<file path="src/rtl/breath_pwm_multi.sv">
// Multi-channel breathing PWM: arithmetic triangle duty, per-channel phase, prescaler, 4 modes.
// Outputs registered one cycle after the PWM count; `BREATH_GAMMA_EN squares the duty for ~gamma 2.
module breath_pwm_multi #(
  parameter int PWM_W      = 6,
  parameter int IDX_W      = 6,
  parameter int NUM_CH     = 4,
  parameter int PRESCALE_W = 8
) (
  input  logic                  sysclk,
  input  logic                  reset,
  input  logic                  enable,
  input  logic [1:0]            mode,
  input  logic [PRESCALE_W-1:0] prescale,
  output logic [NUM_CH-1:0]     pwm_out,
  output logic                  period_tick
);

  localparam logic [1:0] MODE_OFF     = 2'b00;
  localparam logic [1:0] MODE_SOLID   = 2'b01;
  localparam logic [1:0] MODE_BREATHE = 2'b10;
  localparam logic [1:0] MODE_BLINK   = 2'b11;

  localparam int TRI_W = IDX_W - 1;
  localparam int REP   = PWM_W / TRI_W + 1;
  localparam int STEP  = (1 << IDX_W) / NUM_CH;

  logic [PRESCALE_W-1:0]         presc_q, presc_d;
  logic [PWM_W-1:0]              cnt_q, cnt_d;
  logic [IDX_W-1:0]              base_q, base_d;
  logic [1:0]                    mode_q, mode_d;
  logic [NUM_CH-1:0][PWM_W-1:0]  duty_q, duty_d;
  logic [NUM_CH-1:0]             blink_q, blink_d;
  logic [NUM_CH-1:0]             pwm_q, pwm_d;
  logic                          ptick_q;

  logic                          tick;
  logic                          period_end;
  logic [NUM_CH-1:0][PWM_W-1:0]  duty_c;
  logic [NUM_CH-1:0]             msb_c;

  assign tick       = enable && (presc_q >= prescale);
  assign period_end = tick && (cnt_q == {PWM_W{1'b1}});

  for (genvar c = 0; c < NUM_CH; c++) begin : g_ch
    logic [IDX_W-1:0]       idx;
    logic [TRI_W-1:0]       tri_v;
    logic [REP*TRI_W-1:0]   rep;
    logic [PWM_W-1:0]       lin;

    assign idx   = base_q + IDX_W'(c * STEP);
    assign tri_v = idx[IDX_W-1] ? ~idx[TRI_W-1:0] : idx[TRI_W-1:0];
    // Repeating the triangle bits stretches it to full scale: 0 -> 0, all-ones -> all-ones.
    assign rep   = {REP{tri_v}};
    assign lin   = PWM_W'(rep >> (REP*TRI_W - PWM_W));
    assign msb_c[c] = idx[IDX_W-1];
`ifdef BREATH_GAMMA_EN
    logic [2*PWM_W-1:0] sq;
    assign sq        = {{PWM_W{1'b0}}, lin} * {{PWM_W{1'b0}}, lin};
    assign duty_c[c] = PWM_W'(sq >> PWM_W);
`else
    assign duty_c[c] = lin;
`endif
  end

  always_comb begin
    presc_d = presc_q;
    cnt_d   = cnt_q;
    base_d  = base_q;
    mode_d  = mode_q;
    duty_d  = duty_q;
    blink_d = blink_q;
    if (enable) presc_d = tick ? '0 : presc_q + PRESCALE_W'(1);
    if (tick)   cnt_d   = cnt_q + PWM_W'(1);
    // Latching only here keeps duty/mode changes aligned to period boundaries.
    if (period_end) begin
      base_d  = base_q + IDX_W'(1);
      mode_d  = mode;
      duty_d  = duty_c;
      blink_d = msb_c;
    end
  end

  always_comb begin
    pwm_d = '0;
    if (enable) begin
      case (mode_q)
        MODE_OFF:     pwm_d = '0;
        MODE_SOLID:   pwm_d = '1;
        MODE_BREATHE: for (int c = 0; c < NUM_CH; c++) pwm_d[c] = (cnt_q < duty_q[c]);
        MODE_BLINK:   pwm_d = blink_q;
        default:      pwm_d = '0;
      endcase
    end
  end

  always_ff @(posedge sysclk or posedge reset) begin
    if (reset) begin
      presc_q <= '0;
      cnt_q   <= '0;
      base_q  <= '0;
      mode_q  <= MODE_OFF;
      duty_q  <= '0;
      blink_q <= '0;
      pwm_q   <= '0;
      ptick_q <= 1'b0;
    end else begin
      presc_q <= presc_d;
      cnt_q   <= cnt_d;
      base_q  <= base_d;
      mode_q  <= mode_d;
      duty_q  <= duty_d;
      blink_q <= blink_d;
      pwm_q   <= pwm_d;
      ptick_q <= period_end;
    end
  end

  assign pwm_out     = pwm_q;
  assign period_tick = ptick_q;

endmodule

</file>
<file path="config.mk">
export PLATFORM = sky130hd
export DESIGN_NAME = breath_pwm_multi
export DESIGN_NICKNAME = d
export VERILOG_FILES = /design/src/rtl/breath_pwm_multi.sv
export SDC_FILE = /design/constraint.sdc
export NUM_CORES = 1
export LEC_CHECK = 0
export ABC_AREA = 1
export BUFFER_PORTS_ARGS = -buffer_cell sky130_fd_sc_hd__clkbuf_2
export CORE_MARGIN = 1
export CORE_UTILIZATION = 50
export CTS_BUF_LIST = sky130_fd_sc_hd__clkbuf_4 sky130_fd_sc_hd__clkbuf_8
export DETAILED_ROUTE_END_ITERATION = 6
export PLACE_DENSITY = 0.67
export SYNTH_ARGS = -nofsm -noshare
export SYNTH_HDL_FRONTEND = slang
export SYNTH_SLANG_ARGS = --single-unit
</file>
<file path="constraint.sdc">
create_clock -name sysclk -period 4 [get_ports sysclk]
set_input_delay 0.4 -clock sysclk [delete_from_list [all_inputs] [get_ports sysclk]]
set_output_delay 0.4 -clock sysclk [all_outputs]
set_load 0.005 [all_outputs]
</file>
==> results of run 1 <==
worst reg2reg max path, stage by stage, from the launching register on:
cell and delay (ns):
dfrtp_1 0.42, ha_1 0.30, nand2_1 0.06, nor2_1 0.15, nand4_1 0.15, nand3_4 0.32, nand3_2 0.57, nand2_1 0.23
nand2_1 0.07
logic make-up (layout without fill, tap and decap cells):
| group | count (synthesis) | in the layout | share of synthesized area [%] |
|---|---|---|---|
| compound gates | 29 | 29 | 4.88 |
| flops | 49 | 49 | 38.0 |
| xor+xnor | 26 | 26 | 7.63 |
| fa+ha+maj | 31 | 31 | 12.0 |
| simple gates | 174 | 174 | 24.4 |
| buf+inv | 77 | 85 | 13.1 |
synthesized netlist by cell type, drive strengths merged:
cell type and n:
a21o 1, a21oi 14, buf 12, clkbuf 6, dfrtp 49, ha 31
inv 59, nand2 109, nand3 13, nand3b 1, nand4 33, nor2 15
nor3 3, o21a 4, o21ai 10, xnor2 4, xor2 22
routing by layer:
| layer | vias to the layer above | track usage (%) | part of all wire, % |
|---|---|---|---|
| met3 | 9 | 3.63 | 2.6 |
| li1 | 1249 | - | - |
| met4 | 0 | 4.91 | 1.3 |
| met1 | 1092 | 27.3 | 50 |
| met5 | - | 0 | 0 |
| met2 | 28 | 35.2 | 46 |
layout make-up:
type                    count  area (sq um)
fillers                   596          2730
repair buffers             18          92.6
multi-input cells         260          1580
well taps                  75          93.8
clock buffers               5          68.8
flip-flops and latches     49          1230
inverters                  59           221
clock inverters             3          46.3
power by group:
group	leakage, nW	total, W	switching [W]	internal [W]
clock network	0.0543	0.000366	0.000179	0.000187
registers	0.673	0.000594	0.0000610	0.000533
logic	1.05	0.000296	0.000174	0.000122
total	1.78	0.00126	0.000414	0.000842
through the flow:
stage / cell area, sq um / worst slack [ns]
after floorplan: 3230 / 2.35
after detailed placement: 3210 / 1.53
after CTS: 3330 / 1.60
after global placement: 3210 / 1.59
final: 3330 / 1.61
after global routing: 3330 / 1.34
worst min-delay path by stage:
stage | startpoint | endpoint | slack [ns] | cells after the start
after floorplan | blink_q[0] | blink_q[0] | 0.44 | 2
after global placement | duty_q[6] | duty_q[6] | 0.46 | 2
after detailed placement | duty_q[8] | duty_q[8] | 0.46 | 2
after CTS | mode[0] | mode_q[0] | 0.32 | 3
after global routing | mode[0] | mode_q[0] | 0.37 | 3
final | reset | cnt_q[4] | 0.30 | 2
sequential cells by signal, indices dropped and copies added (netlist names):
signal and count:
pwm_out 4, period_tick 1, blink_q 2, presc_q 8
cnt_q 6, base_q 6, duty_q 20, mode_q 2
==> reports/results.txt, run 1 <==
Status - completed
Peak VDD IR - 0.000228 V
P&R area growth vs syn - 3.06%
Commonest cells after routing, fill and taps aside - 109 x nand2_1, 53 x inv_1, 49 x dfrtp_1
Clock buffer depth - 2
Post-CTS setup buffer count - 0
Initial Utilization - 53.3%
First-pass GRT wire length - 10.6 mm
Avg Cell Area, Syn - 8.37 sq um
Max-slew headroom - 31.7%
Final wirelength - 6.04 mm
Worst skew pair latency - 0.31 ns
Worst Setup End Kind - register
Hold Crit Class - in2async
Cell mode on critical path - nand2_1
Core Util, Final - 54.9%
CORE AREA - 6060 sq um
N_diodes - 0
Reg2Reg Depth - 8
Crit path max fanout - 31
Clock root buffer master - clkbuf_8
CP Class - reg2reg
# IOs - 18
DIE WIDTH - 82.4 microns
Area share of the largest cell type after synthesis - 38.0%
Crit path DAT - 2.59 ns
Buf+Inv Stages, Crit Path - 0
All-Layer GR Usage - 20.7%
PortBufs - 17
Lkg Pwr - 1.78 nW
# resized after CTS - 0
CTS tree - done
Final hold vios - 0
Synth Cell Area - 3230 sq um
DPL Wire Length - 4.38 mm
Unique cell type count in the Yosys netlist - 27
Largest net degree at the start of global routing - 50
Levels on crit path - 8
CP Cell Sequence - ha_1 > nand2_1 > nor2_1 > nand4_1 > nand3_4 > nand3_2 > nand2_1 > nand2_1
Max Cap Viol - 0
Max Freq - 0.419 GHz
Max stage delay cell, worst path - nand3_2
Synth Net Count - 430
Via/cell ratio - 5.07
RSZ-0062 raised after global routing - false
Fin nets - 437
Number of synthesis warnings - 0
Initial antenna violation count - 0
R2R Path End - duty_q[15]
Power density over the cells - 377 nW/um^2
Critical path's largest stage delay - 0.56 ns
Vias - 2378
Final GP Congestion - 0.810
Core Rows - 28
Clock Sinks - 49
Final Skew - 0.00974 ns
Drt pass-1 iters - 4
Startpoint types - register
TritonCTS Buffers - 5
Vias in the first global route - 2339
Yosys top cell by area - dfrtp_1
Finished Layout Cells - 469
Post-synthesis cell count - 386
FF+latch count, synth - 49
Fin crit share - 59.7%
Pins Over Slew Limit - 0
Crit path required time - 4.20 ns
DR DRC count - 0
Worst-path clk slew - 0.10 ns
Minimum clock period - 2.39 ns
R2r setup slk - 1.61 ns
Synth area leaders - dfrtp_1 38%, nand2_1 13%, ha_1 12%
H-Tree Depth - 2
Most common cell after layout, fill and taps aside - nand2_1
Worst R2R Start - presc_q[7]
Setup crit start - presc_q[7]
Worst-margin pin slew - 1.02 ns
PnR Total Power - 0.00126 W
Grt ovf - 0
Crit path to - duty_q[15]
Share of cells above drive strength 1 - 9.39%
Sequential share of the synthesized area - 38.0%
Setup TNS - 0 ns
Cts hold-fix bufs - 0
Initial DRC Count - 104
Die Area - 6780 sq um
Hold WS - 0.298 ns
CP top delay family - simple AND/OR/NAND/NOR gates
Final setup viols - 0
Final ANT Viol Nets - 0
DIE HEIGHT - 82.4 microns
WL/cell - 12.9 microns
Placed insts - 461
No activity file was read; power rests on OpenSTA's default activity.
==> inputs of run 2 (changes only) <==
PLACE_DENSITY = 0.7   (was 0.67)
clock period = 2.05 ns   (was 4 ns; I/O delays follow)
==> reports/results.txt, run 2 (synthesis gave the netlist of run 1 again) <==
DPL Wire Length - 4.53 mm
Largest net degree at the start of global routing - 36
Violations in the final reports - negative hold slack
DIE WIDTH - 82.4 microns
Met3 WL - 249 microns
Commonest cells after routing, fill and taps aside - 109 x nand2_1, 53 x inv_1, 49 x dfrtp_1
Grt ovf - 0
First-pass GRT wire length - 10.8 mm
Pins Over Slew Limit - 0
Core Rows - 28
All-Layer GR Usage - 21.1%
Critical path's largest stage delay - 0.41 ns
Worst-path clk slew - 0.09 ns
Initial antenna violation count - 0
Max reg flops - 20
Fillers - 566
Final wirelength - 6.20 mm
Lkg Pwr - 1.82 nW
Setup TNS - 0 ns
Max-slew headroom - 51.1%
Peak VDD IR - 0.000490 V
H-Tree Depth - 2
N_diodes - 0
Max Cap Viol - 0
Share of cells above drive strength 1 - 10.8%
Hold Crit Class - in2async
Max layer used - met4
CP top delay family - simple AND/OR/NAND/NOR gates
Fin nets - 443
PortBufs - 17
Reg2Reg Depth - 8
Crit path max fanout - 29
Buf+Inv Stages, Crit Path - 1
Worst-margin pin slew - 0.733 ns
Max Freq - 0.553 GHz
Minimum clock period - 1.81 ns
Metal-1 WL - 2.97 mm
P&R area growth vs syn - 5.39%
Final setup viols - 0
Crit path DAT - 2.05 ns
Initial DRC Count - 127
Die Area - 6780 sq um
Cts hold-fix bufs - 0
Area of the multi-input gates - 1580 sq um
Vias in the first global route - 2333
CP Cell Sequence - ha_1 > nand2_1 > nor2_1 > nand4_1 > nand3_4 > buf_4 > nand4_1 > nand2_1
PnR Total Power - 0.00247 W
Clock root buffer master - clkbuf_8
Crit path required time - 2.29 ns
Worst skew pair latency - 0.30 ns
R2R Path End - blink_q[2]
Final Skew - 0.00865 ns
Initial Utilization - 53.3%
CTS tree - done
Worst R2R Start - presc_q[7]
Met2 wire length - 2.91 mm
Placed insts - 467
# resized after CTS - 0
RSZ-0062 raised after global routing - false
CORE AREA - 6060 sq um
DIE HEIGHT - 82.4 microns
Worst Setup End Kind - register
Via/cell ratio - 5.20
Fin crit share - 88.3%
Startpoint types - register
CP Class - reg2reg
Max stage delay cell, worst path - dfrtp_1
Final ANT Viol Nets - 0
WL/cell - 13.0 microns
Status - complete, but fails checks
Vias - 2468
Clock Sinks - 49
Biggest register - duty_q
Most common cell after layout, fill and taps aside - nand2_1
Placed instance area - 3280 sq um
Power density over the cells - 726 nW/um^2
DR DRC count - 0
# IOs - 18
Final instance area - 3400 sq um
Largest regs - duty_q x20, presc_q x8
Finished Layout Cells - 475
R2r setup slk - 0.24 ns
Clock buffer depth - 2
Post-CTS setup buffer count - 0
FF+latch area - 1230 sq um
Final GP Congestion - 0.818
Final hold vios - 7
Drt pass-1 iters - 4
TritonCTS Buffers - 5
Hold WS - -0.00147 ns
run 2: cell types whose count changed in the layout (fill, tap and decap cells not counted):
| cell | before | now |
|---|---|---|
| buf_12 | 0 | 2 |
| buf_4 | 1 | 5 |
| clkbuf_4 | 0 | 1 |
| clkbuf_8 | 5 | 6 |
| clkinv_4 | 1 | 0 |
| clkinvlp_4 | 1 | 0 |
run 2: worst max-delay path by stage:
stage	end	cells after the start	start	slack, ns
3_5_place_dp	blink_q[2]	8	presc_q[7]	0.26
4_1_cts	blink_q[2]	8	presc_q[7]	0.23
2_1_floorplan	duty_q[13]	9	presc_q[5]	0.43
6_report	blink_q[2]	8	presc_q[7]	0.24
3_3_place_gp	duty_q[18]	8	presc_q[7]	0.31
5_1_grt	duty_q[2]	8	presc_q[7]	0.06
run 2: area by class of cell:
| class | instances | share of cell area [%] |
|---|---|---|
| clock buffers | 7 | 2.65 |
| inverters | 59 | 6.51 |
| flip-flops and latches | 49 | 36.0 |
| well taps | 75 | 2.76 |
| multi-input cells | 260 | 46.4 |
| clock inverters | 1 | 0.882 |
| repair buffers | 24 | 4.78 |
run 2: report_power, final:
group	internal [W]	switching, W	leakage [nW]	total, W
clock network	0.000411	0.000319	0.0619	0.000731
logic	0.000248	0.000340	1.09	0.000588
registers	0.00104	0.000113	0.673	0.00115
run 2: metal layers:
| layer | global-route usage [%] | up-vias |
|---|---|---|
| met5 | 0 | - |
| met1 | 28.1 | 1152 |
| met2 | 35.2 | 46 |
| met3 | 3.63 | 6 |
| li1 | - | 1264 |
| met4 | 5.44 | 0 |
run 2: worst reg2reg max path: cells and delay by family (launching register included):
family,cells,cell delay (ns)
buf+inv,1,0.28
flops,1,0.41
simple gates,6,0.76
fa+ha+maj,1,0.31
run 2: through the flow:
stage	hold slack (ns)	setup slack [ns]	utilization [%]
CTS	0.0288	0.233	56.2
global placement	0.368	0.307	54.2
floorplan	0.360	0.432	-
finish	-0.00147	0.240	56.2
global route	0.0864	0.0610	56.2
detailed placement	0.361	0.264	54.2
